==> config.mk <==
export PLATFORM = sky130hd
export DESIGN_NAME = mxn_logic_sequencer
export DESIGN_NICKNAME = d
export VERILOG_FILES = /design/src/rtl/mxn_logic_sequencer.sv
export SDC_FILE = /design/constraint.sdc
export NUM_CORES = 1
export LEC_CHECK = 0
export ABC_AREA = 1
export CAP_MARGIN = 20
export CELL_PAD_IN_SITES_DETAIL_PLACEMENT = 0
export CELL_PAD_IN_SITES_GLOBAL_PLACEMENT = 1
export CORE_ASPECT_RATIO = 1.4
export CORE_MARGIN = 2
export CORE_UTILIZATION = 29
export CTS_CLUSTER_SIZE = 30
export DETAILED_ROUTE_END_ITERATION = 16
export GPL_TIMING_DRIVEN = 0
export PLACE_DENSITY = 0.81
export SLEW_MARGIN = 20
export SYNTH_ARGS = -nofsm -noshare
export SYNTH_HDL_FRONTEND = slang
export SYNTH_SLANG_ARGS = --single-unit
==> constraint.sdc <==
create_clock -name clk -period 2.26 [get_ports clk]
set_clock_uncertainty 0.2 [all_clocks]
set_input_delay 0.452 -clock clk [delete_from_list [all_inputs] [get_ports clk]]
set_output_delay 0.452 -clock clk [all_outputs]
set_load 0.1 [all_outputs]
==> src/rtl/mxn_logic_sequencer.sv <==
// Clocked front end for the mXnBits gate bank: loads SETS operand lanes over a
// valid/ready stream, captures the selected gate result, then drains it lane by lane.
module mxn_logic_sequencer #(
    parameter int WIDTH = 4,
    parameter int SETS  = 2,
    parameter int IDX_W = 1
) (
    input  logic                      clk,
    input  logic                      rst_n,
    input  logic                      in_valid,
    output logic                      in_ready,
    input  logic [WIDTH-1:0]          in_a,
    input  logic [WIDTH-1:0]          in_b,
    input  logic [2:0]                in_op,
    output logic [SETS*WIDTH-1:0]     in1_packed,
    output logic [SETS*WIDTH-1:0]     in2_packed,
    input  logic [7*SETS*WIDTH-1:0]   gate_res,
    output logic                      out_valid,
    input  logic                      out_ready,
    output logic [WIDTH-1:0]          out_data,
    output logic [IDX_W-1:0]          out_lane,
    output logic                      out_last,
    output logic                      op_err,
    output logic                      busy
);
    localparam int SW = SETS * WIDTH;
    localparam logic [IDX_W-1:0] LAST_IDX = IDX_W'(SETS - 1);

    typedef enum logic [1:0] {LOAD, EXEC, DRAIN} state_t;

    state_t           state_reg, state_next;
    logic [IDX_W-1:0] cnt_reg, cnt_next;
    logic [2:0]       op_reg, op_next;
    logic             op_err_reg, op_err_next;
    logic [SW-1:0]    in1_reg, in1_next;
    logic [SW-1:0]    in2_reg, in2_next;
    logic [SW-1:0]    res_reg, res_next;
    logic [SW-1:0]    slice [8];
    logic [SETS-1:0]  lane_load;
    logic             accept;
    logic             last_lane;

    // Slot 7 is the reserved op; it selects an all-zero result.
    genvar gi;
    generate
        for (gi = 0; gi < 7; gi++) begin : g_slice
            assign slice[gi] = gate_res[gi*SW +: SW];
        end
    endgenerate
    assign slice[7] = '0;

    assign accept    = in_valid && in_ready;
    assign last_lane = (cnt_reg == LAST_IDX);

    generate
        for (gi = 0; gi < SETS; gi++) begin : g_lane
            assign lane_load[gi] = accept && (cnt_reg == IDX_W'(gi));
            assign in1_next[gi*WIDTH +: WIDTH] = lane_load[gi] ? in_a : in1_reg[gi*WIDTH +: WIDTH];
            assign in2_next[gi*WIDTH +: WIDTH] = lane_load[gi] ? in_b : in2_reg[gi*WIDTH +: WIDTH];
        end
    endgenerate

    always_ff @(posedge clk or negedge rst_n) begin
        if (!rst_n) begin
            state_reg  <= LOAD;
            cnt_reg    <= '0;
            op_reg     <= '0;
            op_err_reg <= 1'b0;
            in1_reg    <= '0;
            in2_reg    <= '0;
            res_reg    <= '0;
        end else begin
            state_reg  <= state_next;
            cnt_reg    <= cnt_next;
            op_reg     <= op_next;
            op_err_reg <= op_err_next;
            in1_reg    <= in1_next;
            in2_reg    <= in2_next;
            res_reg    <= res_next;
        end
    end

    always_comb begin
        state_next  = state_reg;
        cnt_next    = cnt_reg;
        op_next     = op_reg;
        op_err_next = op_err_reg;
        res_next    = res_reg;
        in_ready    = 1'b0;
        out_valid   = 1'b0;
        out_data    = '0;
        out_lane    = '0;
        out_last    = 1'b0;

        case (state_reg)
            LOAD: begin
                // Held low while reset is asserted so no beat looks accepted.
                in_ready = rst_n;
                if (accept) begin
                    if (cnt_reg == '0) begin
                        op_next = in_op;
                    end
                    if (last_lane) begin
                        cnt_next   = '0;
                        state_next = EXEC;
                    end else begin
                        cnt_next = cnt_reg + IDX_W'(1);
                    end
                end
            end
            EXEC: begin
                res_next    = slice[op_reg];
                op_err_next = (op_reg == 3'd7);
                state_next  = DRAIN;
            end
            DRAIN: begin
                out_valid = 1'b1;
                out_data  = res_reg[cnt_reg*WIDTH +: WIDTH];
                out_lane  = cnt_reg;
                out_last  = last_lane;
                if (out_ready) begin
                    if (last_lane) begin
                        cnt_next    = '0;
                        op_err_next = 1'b0;
                        state_next  = LOAD;
                    end else begin
                        cnt_next = cnt_reg + IDX_W'(1);
                    end
                end
            end
            default: begin
                state_next = LOAD;
            end
        endcase
    end

    assign in1_packed = in1_reg;
    assign in2_packed = in2_reg;
    assign op_err     = op_err_reg;
    assign busy       = (state_reg != LOAD) || (cnt_reg != '0);

endmodule

==> reports/results.ini, run 1 <==
[critical_path]
cp_max_fo=10
critical_path_buf_inv_count=3
crit_chain=inv_4, buf_6, nand2_1, a21oi_4, buf_6
crit_path_top_delay_cell=dfrtp_2
crit_top_cell=buf_6
cp_top_family=buffers and inverters
critPathKind=reg2out
slowest_delay_ps=470
cp-end-kind=output port
crit_arrival_ps=1530
startpoint_type=flip-flop
required_ps=1610

[logic_synthesis]
synth_nets=389
synthCells=318
ys_types=22
mappedNetlistArea_sq_um=2033
synth_top_area_cell=dfrtp_1
ys_seq_area_share_pct=38.15
synth_top_family_by_area=simple AND/OR/NAND/NOR gates
ys_seq_elements=31
synthTopCellsByArea=dfrtp_1, nand2_1, nand3_1, inv_1, nor2_1
synth-xor-area-share_pct=0.4308
synth_compound_gate_area_share_pct=6.769
syn_area_per_cell_sq_um=6.394
synth_warnings=0
synthSimpleGateAreaFrac_pct=41.54
synth_fa_ha_area_share_pct=0
synthMuxAreaShare_pct=0
yosys.area.top_type_share_pct=38.15

[grt]
grt_util_all_layers_pct=17.16
grt_pass1_vias=2281
grt_pass1_wl_mm=10.03
grt_overflow=0
antenna_found_initial=0
grt_max_degree=32

[sta]
max_slew.worst_pin.slew_ps=973.5
hold_viol=0
max_freq_ghz=0.4590
min_period_ps=2179
setup_viol=0
fin_crit_sh_pct=96.40
fin_ws_ps=81.43
drv_slew=0
fin_tns_setup_ps=0
worst_hold_slack_ps=279.0
slew_headroom_pct=35.36
rsz0062_at_grt=no

[floorplanning]
io_pins=97
die_x_um=74.77
rows=36
core_sq_um=6892
dieArea_sq_um=7706
die_h_um=103.1
initial_core_util_pct=29.50

[placement]
pre_cts_slack_ps=-1037
dp_hpwl_mm=4.849
portBuffers=96
gp_congestion=0.7857

[clock_tree]
cts_max_level=2
cts_max_path_buffers=2
clk_latency_ps=280
clockRootBuffer=clkbuf_8
path_clk_slew_ps=70
cts_tree=built
cts_made_buffers=5
cts.sinks=31

[drt]
firstDrtPassIters=4
drt_iter0_markers=97
viasPerCell=4.343
ant_nets=0
drc=0
wl_per_cell_um=11.69
drt-total-wl_mm=6.065
via_count=2254

[final_layout]
utilization_pct=47.60
synthToLayoutAreaGrowth_pct=61.35
nNetsFinal=494
drive_gt1_share_pct=12.50
antennaDiodeCount=0

[status]
status=complete, no violations

[flow_run]
drv_cap=0

[pwr]
power.total_mw=4.786
total_leakage_power_nw=1.684
peakVddDrop_uv=614.3
power_density_nw_per_um2=1459

[min_path]
hp-class=reg2reg

## cell type report
class / count / area [sq um]
Fill cell: 735 / 3611
Multi-Input combinational cell: 222 / 1054
Timing Repair Buffer: 98 / 967.2
Sequential cell: 31 / 777.0
Inverter: 50 / 190.2
Tap cell: 95 / 118.9
Buffer: 15 / 90.09
Clock buffer: 5 / 68.82
Clock inverter: 3 / 15.01
## metrics by stage
step,cells,area [sq um]
finish,519,3281
floorplan,318,2088
global placement,509,3168
detailed placement,509,3163
CTS,519,3272
global route,519,3281
## layout by cell type (no fill, tap or decap), types with 10 or more instances in the layout
cell type and instances:
clkdlybuf4s50_1 69, dfrtp_1 30, dlygate4sd2_1 17, inv_1 45, nand2_1 119, nand3_1 41, nor2_1 17, o21ai_0 12
o21ai_1 10
## where the power goes
group          internal (mW)  switching (mW)
Sequential             0.815           0.159
Combinational          0.850            2.55
Clock                  0.210           0.206
Total                   1.87            2.91
## tightest hold or removal path, stage by stage (launching register included)
cell and delay, ps:
dfrtp_1 340, nand2_1 60, nand2_1 50
## final timing paths
check	start	end	slack [ps]	cells after the start
worst max-delay path	cnt_reg	out_data[3]	80	5
worst min-delay path	res_reg[2]	res_reg[2]	280	2
worst max register to register	op_reg[2]	res_reg[0]	580	5
worst min register to register	res_reg[2]	res_reg[2]	280	2
max in group asynchronous	rst_n	cnt_reg	1160	3
min in group asynchronous	rst_n	in2_packed[0]	520	3
## kinds of logic (layout without fill, tap and decap cells)
group	count (synthesis)	count (layout)
AOI/OAI and AO/OA	27	27
xor gates and xnor gates	1	1
buffers and inverters	65	171
DFF	31	31
and+or+nand+nor	194	194
## cell usage after synthesis
master / count
o211ai_1: 1
nand2_1: 120
o21ai_1: 10
clkbuf_1: 5
buf_4: 2
nand2_4: 1
inv_1: 46
nor2_1: 19
nor2_4: 3
o21ai_0: 12
xor2_1: 1
buf_1: 1
inv_2: 1
a21oi_1: 4
or2_2: 8
nand4_1: 1
buf_2: 6
nor3_4: 1
buf_6: 1
clkinv_1: 3
nand3_1: 41
dfrtp_1: 31
## timing repair
| item | CTS | global route |
|---|---|---|
| hold endpoints to repair | 31 | 0 |
| resized for setup | 80 | 8 |
| endpoints found under the setup margin | 26 | 7 |
| hold buffers | 2 | 0 |
| pin swaps | 0 | 0 |
| buffers inserted | 0 | 0 |
## routing by layer
metal	track usage (%)	share of wire, %
met4	7.280	3.1
met3	3.226	5.8
met5	0	0
met2	32.47	53
met1	18.03	38
Note: power is estimated with default switching activity, not from simulation.
==> run 2, diff against run 1 <==
--- a/config.mk
+++ b/config.mk
@@ -16,6 +16,7 @@
 export DETAILED_ROUTE_END_ITERATION = 16
 export GPL_TIMING_DRIVEN = 0
 export PLACE_DENSITY = 0.81
+export REMOVE_ABC_BUFFERS = 1
 export SLEW_MARGIN = 20
 export SYNTH_ARGS = -nofsm -noshare
 export SYNTH_HDL_FRONTEND = slang
==> run 2 against run 1 <==
Critical path depth shrank 4. Utilization fell by 1.1 points. First-iteration DRC count shrank 11%. Clock-buffer cell count up 1. Critical endpoint is now op_err. Largest cell class is now multi-input combinational cells.
==> reports/results.ini, run 2 (synthesis results as in run 1) <==
[grt]
grt_pass1_wl_mm=9.453  ; was 10.03 mm
grt_util_all_layers_pct=15.86  ; was 17.16%
grt_pass1_vias=2120  ; was 2,281
antenna_found_initial=0  ; unchanged
grt_overflow=0  ; unchanged
grt_max_degree=32  ; unchanged

[clock_tree]
cts_made_buffers=5  ; unchanged
cts_max_level=2  ; unchanged
clockRootBuffer=clkbuf_8  ; unchanged
path_clk_slew_ps=70  ; about the same
cts_tree=built  ; unchanged
cts_max_path_buffers=2  ; unchanged
cts.sinks=31  ; unchanged
clk_latency_ps=280  ; about the same

[final_layout]
layout_commonest_cell=nand2_1  ; unchanged
antennaDiodeCount=0  ; unchanged
most-common-layout-cells=nand2_1, clkdlybuf4s50_1, inv_1  ; unchanged
nNetsFinal=483  ; was 494
synthToLayoutAreaGrowth_pct=57.60  ; was 61.35%
final-seq-area_sq_um=779.5  ; was 777.0 sq um
fillers=760  ; was 735
multi_input_comb_area_sq_um=1001  ; was 1054 sq um
drive_gt1_share_pct=10.41  ; was 12.50%
stdcell_area_sq_um=3204  ; was 3281 sq um
utilization_pct=46.50  ; was 47.60%

[drt]
via_count=2216  ; was 2,254
drt-total-wl_mm=5.863  ; was 6.065 mm
viasPerCell=4.362  ; was 4.343
drc=0  ; unchanged
firstDrtPassIters=4  ; unchanged
drt_iter0_markers=86  ; was 97
ant_nets=0  ; unchanged
wl_per_cell_um=11.54  ; was 11.69 um

[pwr]
switchingPower_mw=2.817  ; was 2.911 mW
p_int_mw=1.938  ; was 1.875 mW
p_clk_share_pct=11.8  ; was 8.7%
peakVddDrop_uv=572.0  ; was 614.3 uV
p_comb_share_pct=64.7  ; was 70.9%
power_density_nw_per_um2=1484  ; was 1459 nW/um^2
p_seq_share_pct=23.5  ; was 20.4%
total_leakage_power_nw=1.646  ; was 1.684 nW
swShare_pct=59.24  ; was 60.83%

[critical_path]
r2r-end=res_reg[7]  ; was res_reg[0]
reg2reg_slack_ps=320  ; was 580 ps
crit_arrival_ps=1500  ; was 1530 ps
crit_chain=dlygate4sd2_1  ; was inv_4, buf_6, nand2_1, a21oi_4, buf_6
r2r_start=op_reg[0]  ; was op_reg[2]
cp_num_cells=1  ; was 5
cp-end-kind=output port  ; unchanged
slowest_delay_ps=870  ; was 470 ps
ff2ff_path_depth=7  ; was 5
critPathKind=reg2out  ; unchanged
cp_max_fo=2  ; was 10
required_ps=1610  ; about the same
startpoint_type=flip-flop  ; unchanged
cp_top_family=buffers and inverters  ; unchanged
crit_path_top_delay_cell=dlygate4sd2_1  ; was dfrtp_2
critical_path_buf_inv_count=1  ; was 3

[floorplanning]
initial_core_util_pct=29.50  ; unchanged
die_h_um=103.1  ; unchanged
die_x_um=74.77  ; unchanged
core_sq_um=6892  ; unchanged
rows=36  ; unchanged
io_pins=97  ; unchanged
dieArea_sq_um=7706  ; unchanged

[sta]
min_period_ps=2149  ; was 2179 ps
fin_crit_sh_pct=95.09  ; was 96.40%
rsz0062_at_grt=yes  ; was no
max_freq_ghz=0.4653  ; was 0.4590 GHz
fin_ws_ps=111.0  ; was 81.43 ps
setup_viol=0  ; unchanged
hold_viol=0  ; unchanged
worst_hold_slack_ps=273.0  ; was 279.0 ps
max_slew.worst_pin.slew_ps=981.9  ; was 973.5 ps
drv_slew=0  ; unchanged
slew_headroom_pct=34.80  ; was 35.36%

[min_path]
worstHoldStart=in2_packed[0]  ; was res_reg[2]
hold_depth=2  ; unchanged
hp-class=reg2reg  ; unchanged
holdPathEnd=in2_packed[0]  ; was res_reg[2]

[placement]
portBuffers=96  ; unchanged
placed_area_sq_um=3029  ; was 3163 sq um
dp_hpwl_mm=4.277  ; was 4.849 mm
gp_congestion=0.7359  ; was 0.7857
pre_cts_slack_ps=-1025  ; was -1037 ps

[status]
status=complete, no violations  ; unchanged

[flow_run]
drv_cap=0  ; unchanged

run 2: layout make-up:
class	count	area share (%)
timing repair buffer	101	30.81
inverter	50	6.013
sequential	31	24.33
tap	95	3.709
clock inverter	2	1.093
clock buffer	6	2.577
multi-input combinational	222	31.24
timing repair inverter	1	0.2343
run 2: per-stage QoR:
step                TNS, ps  std cells  total power, mW
floorplan             -8823        303            3.398
global placement     -33670        494            4.225
detailed placement   -12180        494            4.261
CTS                  -61.94        507            4.780
global route         -3.174        508            5.079
finish                    0        508            4.755
run 2: power by group through the flow:
stage / registers, mW / logic [mW] / clock network, mW
2_1_floorplan: 2.09 / 1.31 / 0
3_3_place_gp: 1.16 / 3.07 / 0
3_5_place_dp: 1.17 / 3.09 / 0
4_1_cts: 1.13 / 3.07 / 0.579
5_1_grt: 1.17 / 3.31 / 0.593
6_report: 1.12 / 3.08 / 0.559
run 2: metal layers:
metal | wire length (um) | part of all wire (%) | track usage [%] | vias up
met1 | 2380 | 41 | 17.59 | 997
met2 | 3137 | 54 | 29.88 | 59
met5 | 0 | 0 | 0 | -
met4 | 90 | 1.5 | 5.357 | 0
met3 | 255 | 4.3 | 2.639 | 6
li1 | - | - | - | 1154
run 2: worst max-delay path by stage:
stage / slack (ps) / end / from
after floorplan: -1880 / op_err / cnt_reg
after global placement: -1970 / in_ready / rst_n
after detailed placement: -1030 / in_ready / rst_n
after CTS: -30 / out_last / state_reg[0]
after global routing: -3 / out_data[1] / state_reg[0]
final: 110 / op_err / op_err
run 2: worst reg2reg max path: cells and delay by family (launching register included):
kind,cells,cell delay (ps)
AND/OR/NAND/NOR,5,550
buffers and inverters,2,380
flip-flops,1,700
run 2: timing repair:
item / in CTS / in global routing
setup endpoints to repair: 34 / 16
gates cloned: 1 / 0
setup buffers: 2 / 1
hold buffers: 2 / 0
hold endpoints to repair: 31 / 0
gates resized for setup: 70 / 16
